<file path="src/rtl/powlib_tdpram.sv">
// rtl/powlib_tdpram.sv - true dual-port RAM with byte enables, 1..3 cycle read latency and read-valid strobes
//
// Optional feature macro: POWLIB_TDPRAM_COLLCHK_EN
//   defined   : coll pulses for one cycle after both ports write overlapping bytes of the same index,
//               and a simulation warning reports the time and index.
//   undefined : coll is tied low and no compare logic exists.
//
// Ports (port B mirrors port A with the b prefix):
//   clk      in   1      rising-edge clock
//   rst      in   1      synchronous active-high reset (memory contents are kept)
//   aidx     in   IW     word index
//   awrdata  in   W      write data
//   awrvld   in   1      write strobe
//   awrbe    in   W/8    byte enables, honoured only when EWBE=1
//   ardvld   in   1      read request
//   ardata   out  W      read data, holds the last delivered word
//   ardvldo  out  1      one-cycle read-data valid, LAT cycles after the request
//   coll     out  1      same-index overlapping write collision pulse
module powlib_tdpram #(
  parameter int W = 32,
  parameter int D = 8,
  parameter logic [W*D-1:0] INIT = '0,
  parameter int EWBE = 0,
  parameter int LAT = 1,
  parameter int WRMODE = 0,
  localparam int IW = (D > 1) ? $clog2(D) : 1,
  localparam int NB = (W >= 8) ? W / 8 : 1
) (
  input  logic          clk,
  input  logic          rst,
  input  logic [IW-1:0] aidx,
  input  logic [W-1:0]  awrdata,
  input  logic          awrvld,
  input  logic [NB-1:0] awrbe,
  input  logic          ardvld,
  output logic [W-1:0]  ardata,
  output logic          ardvldo,
  input  logic [IW-1:0] bidx,
  input  logic [W-1:0]  bwrdata,
  input  logic          bwrvld,
  input  logic [NB-1:0] bwrbe,
  input  logic          brdvld,
  output logic [W-1:0]  brdata,
  output logic          brdvldo,
  output logic          coll
);

  localparam int L = (LAT >= 1 && LAT <= 3) ? LAT : 1;

  if (LAT < 1 || LAT > 3) begin : g_bad_lat
    $fatal(1, "powlib_tdpram: LAT must be in 1..3");
  end

  // Storage starts from the INIT image; reset deliberately leaves it alone.
  logic [D-1:0][W-1:0] mem = INIT;

  function automatic logic [W-1:0] bit_mask(input logic [NB-1:0] be);
    logic [W-1:0] m;
    for (int i = 0; i < W; i++) begin
      m[i] = (EWBE == 0) ? 1'b1 : be[i/8];
    end
    return m;
  endfunction

  logic a_ok, b_ok;

  // Only a non-power-of-two depth can see indices past the end of the array.
  if ((1 << IW) == D) begin : g_pow2
    assign a_ok = 1'b1;
    assign b_ok = 1'b1;
  end else begin : g_range
    assign a_ok = 32'(aidx) < 32'(D);
    assign b_ok = 32'(bidx) < 32'(D);
  end

  logic          same;
  logic [W-1:0]  a_mask, b_mask, a_old, b_old, a_new, b_new, ab_new, a_rword, b_rword;

  always_comb begin
    a_mask = bit_mask(awrbe);
    b_mask = bit_mask(bwrbe);
    a_old  = a_ok ? mem[aidx] : '0;
    b_old  = b_ok ? mem[bidx] : '0;
    a_new  = (a_old & ~a_mask) | (awrdata & a_mask);
    b_new  = (b_old & ~b_mask) | (bwrdata & b_mask);
    same   = (aidx == bidx);
    // Both ports on one word: A owns every byte it enables, B fills only the bytes A leaves alone.
    ab_new = (a_old & ~(a_mask | b_mask)) | (awrdata & a_mask) | (bwrdata & b_mask & ~a_mask);
    // A port only ever sees its own write (write-first); the other port's write is never visible
    // to a read in the same cycle.
    a_rword = !a_ok ? '0 : ((WRMODE != 0 && awrvld) ? a_new : a_old);
    b_rword = !b_ok ? '0 : ((WRMODE != 0 && bwrvld) ? b_new : b_old);
  end

  always_ff @(posedge clk) begin
    if (!rst) begin
      if (awrvld && bwrvld && same) begin
        if (a_ok) mem[aidx] <= ab_new;
      end else begin
        if (awrvld && a_ok) mem[aidx] <= a_new;
        if (bwrvld && b_ok) mem[bidx] <= b_new;
      end
    end
  end

  // Stage 0 is the array read register; later stages only load when the stage before is valid,
  // so the last stage naturally holds the most recently delivered word.
  logic [L-1:0]        a_vld, b_vld;
  logic [L-1:0][W-1:0] a_dat, b_dat;

  always_ff @(posedge clk) begin
    if (rst) begin
      a_vld <= '0;
      b_vld <= '0;
      a_dat <= '0;
      b_dat <= '0;
    end else begin
      a_vld[0] <= ardvld;
      b_vld[0] <= brdvld;
      if (ardvld) a_dat[0] <= a_rword;
      if (brdvld) b_dat[0] <= b_rword;
      for (int i = 1; i < L; i++) begin
        a_vld[i] <= a_vld[i-1];
        b_vld[i] <= b_vld[i-1];
        if (a_vld[i-1]) a_dat[i] <= a_dat[i-1];
        if (b_vld[i-1]) b_dat[i] <= b_dat[i-1];
      end
    end
  end

  assign ardata  = a_dat[L-1];
  assign ardvldo = a_vld[L-1];
  assign brdata  = b_dat[L-1];
  assign brdvldo = b_vld[L-1];

`ifdef POWLIB_TDPRAM_COLLCHK_EN
  logic coll_q;
  logic coll_hit;

  assign coll_hit = awrvld && bwrvld && same && (|(a_mask & b_mask));

  always_ff @(posedge clk) begin
    if (rst) begin
      coll_q <= 1'b0;
    end else begin
      coll_q <= coll_hit;
      if (coll_hit) $warning("powlib_tdpram: write collision at %0t on index %0d", $time, aidx);
    end
  end

  assign coll = coll_q;
`else
  assign coll = 1'b0;
`endif

endmodule

</file>
<file path="config.mk">
export PLATFORM = sky130hd
export DESIGN_NAME = powlib_tdpram
export DESIGN_NICKNAME = d
export VERILOG_FILES = /design/src/rtl/powlib_tdpram.sv
export SDC_FILE = /design/constraint.sdc
export NUM_CORES = 1
export LEC_CHECK = 0
export CORE_MARGIN = 8
export CORE_UTILIZATION = 30
export DETAILED_ROUTE_END_ITERATION = 10
export SLEW_MARGIN = 20
export SYNTH_ARGS = -nofsm -noshare
export SYNTH_HDL_FRONTEND = slang
export SYNTH_SLANG_ARGS = --single-unit
export TNS_END_PERCENT = 30
</file>
<file path="constraint.sdc">
create_clock -name clk -period 10.9 [get_ports clk]
set_input_delay 2.18 -clock clk [delete_from_list [all_inputs] [get_ports clk]]
set_output_delay 2.18 -clock clk [all_outputs]
set_load 0.005 [all_outputs]
</file>
# Yosys cells after proc, flatten, opt, wreduce, memory -nomap -nowiden
# Index checks and enable logic that the tools add are counted.
# word_totals
inputBits	84
reg_bits	322
word_cells	36
output_inout_bits	67
# classes
n_mux	15
reduce_logical	4
n_eq_ne	1
order_cmp	4
# ops
cell	count
$mux W256	5
$bwmux W256	2
$bmux W32 S3	2
$demux W32 S3	2
$mux W32	4
$lt A3 B4 Y1 const B	2
$ge A3 B1 Y1 const B	2
$logic_and A1 B1 Y1	4
$eq A3 B3 Y1	1

# Depth between registers and ports, before layout
# depth
word_depth	11
mapped_depth	9
ltp_nobuf	4

# Worst setup path before layout
# Ideal clock, no wire load.
# synth_path
path_type	in2reg
from	input port rst
to	register mem[0] (netlist name) (enable)
stages	3
path_buffers	2
path_slack_ns	2.796
arrival_ns	7.499
path_cell_list	clkbuf_1 > clkbuf_1 > inv_1
# synth_rtl
element	line	rtl
start: declaration	30	input logic rst,
end signal: indexed assignment	98	if (a_ok) mem[aidx] <= ab_new;
end signal: indexed assignment	100	if (awrvld && a_ok) mem[aidx] <= a_new;
end signal: indexed assignment	101	if (bwrvld && b_ok) mem[bidx] <= b_new;
end: declaration	55	logic [D-1:0][W-1:0] mem = INIT;
# No word-level cell between the ends.

# Worst setup path after layout
# layout_path
from	input port aidx[0]
to	register mem[93] (netlist name) (data pin)
# layout_between
elab_chain_len	11
# layout_lines
element	line	rtl
start: declaration	31	input logic [IW-1:0] aidx,
$lt A3 B4 Y1 (not written as such) / $ge A3 B1 Y1 (equally long branches)	98, 100	
$logic_and A1 B1 Y1 (not written as such)	98, 100	
$mux W32 (not written as such)	98, 100	
$demux W32 S3	98, 100	
$bwmux W256	98, 100	
$mux W256	100	
$mux W256	97	if (awrvld && bwrvld && same) begin
$mux W256	96	if (!rst) begin
$bwmux W256	101	
$mux W256	101	
$mux W256 *	97	
# Mark *: on every way between the ends. The rest lies on a longest branch, timed or not. The select of a mux whose other input is x is not followed.
# A chain may end at the register's enable or synchronous reset.

==> results.txt <==
* Top FF cell, synth: edfxtp_1
- Post CTS Setup Buffer Count: 0
* Result of the run: finished, final reports clean
- In this run, distinct cell masters in the synthesized netlist total 50.
- The first detailed-routing pass took 6 iterations.
- Largest net degree at the start of global routing: approximately 100
- Worst hold path type: reg -> reg
- Counting along the longest clock path gives a buffer depth of 3.
* Antenna violations before repair: 15
- Setup violations remaining at the end of the flow were counted as 0.
* H-tree Lvls: 2
* Max incr delay on CP: a little under 800 ps
- At the placement stage, the worst setup path has a slack of roughly 4400 ps.
- Post-layout minimum cycle time: around 6100 ps
* Slew at the pin closest to its max-slew limit: 1240 ps
* Clock transition at the register clock pins on the worst setup and hold paths after CTS: about 60 ps
- Sequential area share after synthesis: roughly two fifths
* TritonCTS clock tree: yes
- The number of nets in the synthesized netlist is 2416.
* DP HPWL: 54900 um
* Largest delay share family, worst path: buffers and inverters
* Hold buffer count at cts: 0
- CTS saw roughly 320 sinks.
- Buffers added on ports: 141
* Skew final: roughly 27 ps
- Most frequent cells in the layout: nand2_1 (497), edfxtp_1 (256), o22ai_1 (254), a31oi_1 (137), clkdlybuf4s50_1 (132)
- For this run, the post-layout net count is 2342.
- The number of global-route vias before repair came to roughly 20000.
* Area grow syn2layout: 14.4%
* Detail-routed via count per cell: roughly 6.6
- Starting DRT DRC Count: between 3000 and 4000
* Number of flops mapped to enable cells by yosys: 256
- After global routing the overflow that remains totals 0.
- Placeable Area: 72700 um2
- The worst setup path is captured at a flip-flop.
* RSZ-0062 raised after global routing: no
- Routability-driven placement finished with a final weighted congestion of 0.875.
- Of the post-synthesis cell area, the dominant cell type holds 35.0%.
- Dominant cell type by area after synthesis: edfxtp_1
- Series of cell instances along the critical path: buf_2 -> buf_4 -> xor2_1 -> o41ai_4 -> buf_4 -> and2_1 -> buf_4 -> a31oi_1
* Global-route wire length before repair: approximately 140000 um
* Max-cap check violation count: 0
- The library cell used most frequently in the layout, excluding fill and tap cells, is nand2_1.
- TritonCTS created 39 clock buffers.
- Antenna Nets Post-Route: 0
- Number of I/O pins: 151
- Pwr Density: between 100 and 150 nW/um2
- The max-slew violation total from the final report is 0.
- Clock Tree Root: clkbuf_16
* Resized cells post-CTS: 0
- Total standard cell area after synthesis: between 20000 and 25000 um2
- The final critical path takes up 55.8% of the cycle.
- Clock Latency Late Sink: about 570 ps
* Setup TNS: 0 ps
- The average instance in the mapped netlist occupies roughly 9.4 um2.
* Post-Syn Instances: around 2300
- The initial utilization of the core area, before any placement, comes to 30.2%.
- Final-report hold violation count: 0
- The initialized floorplan defines 99 standard-cell rows.
* Final critical-path setup slack: between 4000 and 5000 ps
- Dividing the detail-routed wire length by the instance count gives ~29 um.
* Full die area: about 80000 um2
- DRC errors left: 0
- Total number of yosys warnings: 0
* Most used cell, CP: buf_4
* Share of async-settable or async-resettable flops after synthesis: 0%
- VDD sags by at most approximately 0.098 mV.
* Vertical extent of the die: approximately 290 um
- Ranked by total cell area, the synthesized netlist is headed by edfxtp_1 (35%), nand2_1 (8.5%), o22ai_1 (7.2%).
- Critical Path Source Type: primary input
- Fraction of final layout cells sized beyond drive strength 1: 16.0%
- Buf+Inv Stages, Crit Path: 4
- Derived from the worst setup path, the maximum achievable clock frequency is 164 MHz.
- Signal arrival time at the worst endpoint: approximately 6400 ps
- STA puts the critical path data required time at between 10000 and 15000 ps.
- For this design, the slowest cell found on the critical path is and2_1.
* Pleak: approximately 0.0086 uW
- By startpoint and endpoint, the worst setup path is classified as in -> reg.
- CP max FO: between 40 and 50
* Combined global-route utilization of all metal layers: between 20% and 30%
- The die is 286 um wide.
* Synth Register Bits: around 320
- Worst slew margin: 17.6%
* Total routed wirelength: ~96000 um
* Overall via count from detail_route: 21300
-- cell type report --
cell class | count | area (um2)
fill | 7163 | 47600
multi-input combinational | 1696 | 11800
sequential | 322 | 9010
timing repair buffer | 197 | 1820
tap | 959 | 1200
clock buffer | 50 | 1080
clock inverter | 20 | 156
inverter | 2 | 15.0
antenna | 6 | 15.0
-- state kept, by name (all words and copies together) (netlist names) --
register  count
brdata       32
brdvldo       1
ardvldo       1
ardata       32
mem         256
-- synth_stat cells, types with 32 or more instances --
cell and count:
mux4_2 64, a31oi_1 137, buf_2 78, mux2_2 128
o21ai_0 41, nor3_1 32, nand2_1 499, o22ai_1 254
dfxtp_1 66, mux2i_1 85, edfxtp_1 256, a32oi_1 97
clkbuf_1 215, a22oi_1 68, nor2_1 97
-- worst paths after layout --
path                                                end  depth (start not counted)                     from  slack [ps]
worst max-delay path                  mem[93]$_DFFE_PN_                          8                  aidx[0]        4820
worst min-delay path            brdata[27]$_SDFFE_PP0P_                          2  brdata[27]$_SDFFE_PP0P_         480
worst max register to register  brdata[24]$_SDFFE_PP0P_                          3        mem[24]$_DFFE_PN_        9300
worst min register to register  brdata[27]$_SDFFE_PP0P_                          2  brdata[27]$_SDFFE_PP0P_         480
-- cell families after synthesis --
| group | after synthesis | share of synthesized area [%] |
|---|---|---|
| muxes | 277 | 17.0 |
| xor gates and xnor gates | 3 | 0.120 |
| buffers and inverters | 314 | 5.87 |
| other | 1 | 0.0171 |
| DFF | 322 | 41.1 |
| and+or+nand+nor | 711 | 13.6 |
| AOI/OAI and AO/OA | 704 | 22.4 |
-- where the power goes --
part	internal, uW	switching (uW)	total (uW)
Combinational	323	438	761
Clock	747	576	1320
Sequential	1480	110	1590
-- through the flow --
step / instance area [um2] / util [%] / std cells / total power [uW] / hold slack (ps)
final: 25100 / 34.5 / 3252 / 3670 / 476
after global routing: 25100 / 34.5 / 3248 / 3780 / 499
after CTS: 25100 / 34.5 / 3246 / 3660 / 480
after detailed placement: 23800 / 32.8 / 3176 / 2350 / 469
after global placement: 23800 / 32.7 / 3175 / 2320 / 470
after floorplan: 21900 / - / 2332 / 2070 / 469
-- worst register-to-register path: cells and delay by family, from the launching register on --
family / cells / cell delay, ps
muxes: 1 / 480
AOI/OAI and AO/OA: 1 / 410
DFF: 1 / 460
and+or+nand+nor: 1 / 100
-- routing by layer --
metal,global-route usage (%),vias to the layer above,wire length (um)
li1,-,8874,-
met5,0,-,115
met4,11.5,18,5440
met2,34.6,1665,42900
met3,6.39,381,12100
met1,27.5,10400,35100
(Power assumes the default switching activity.)
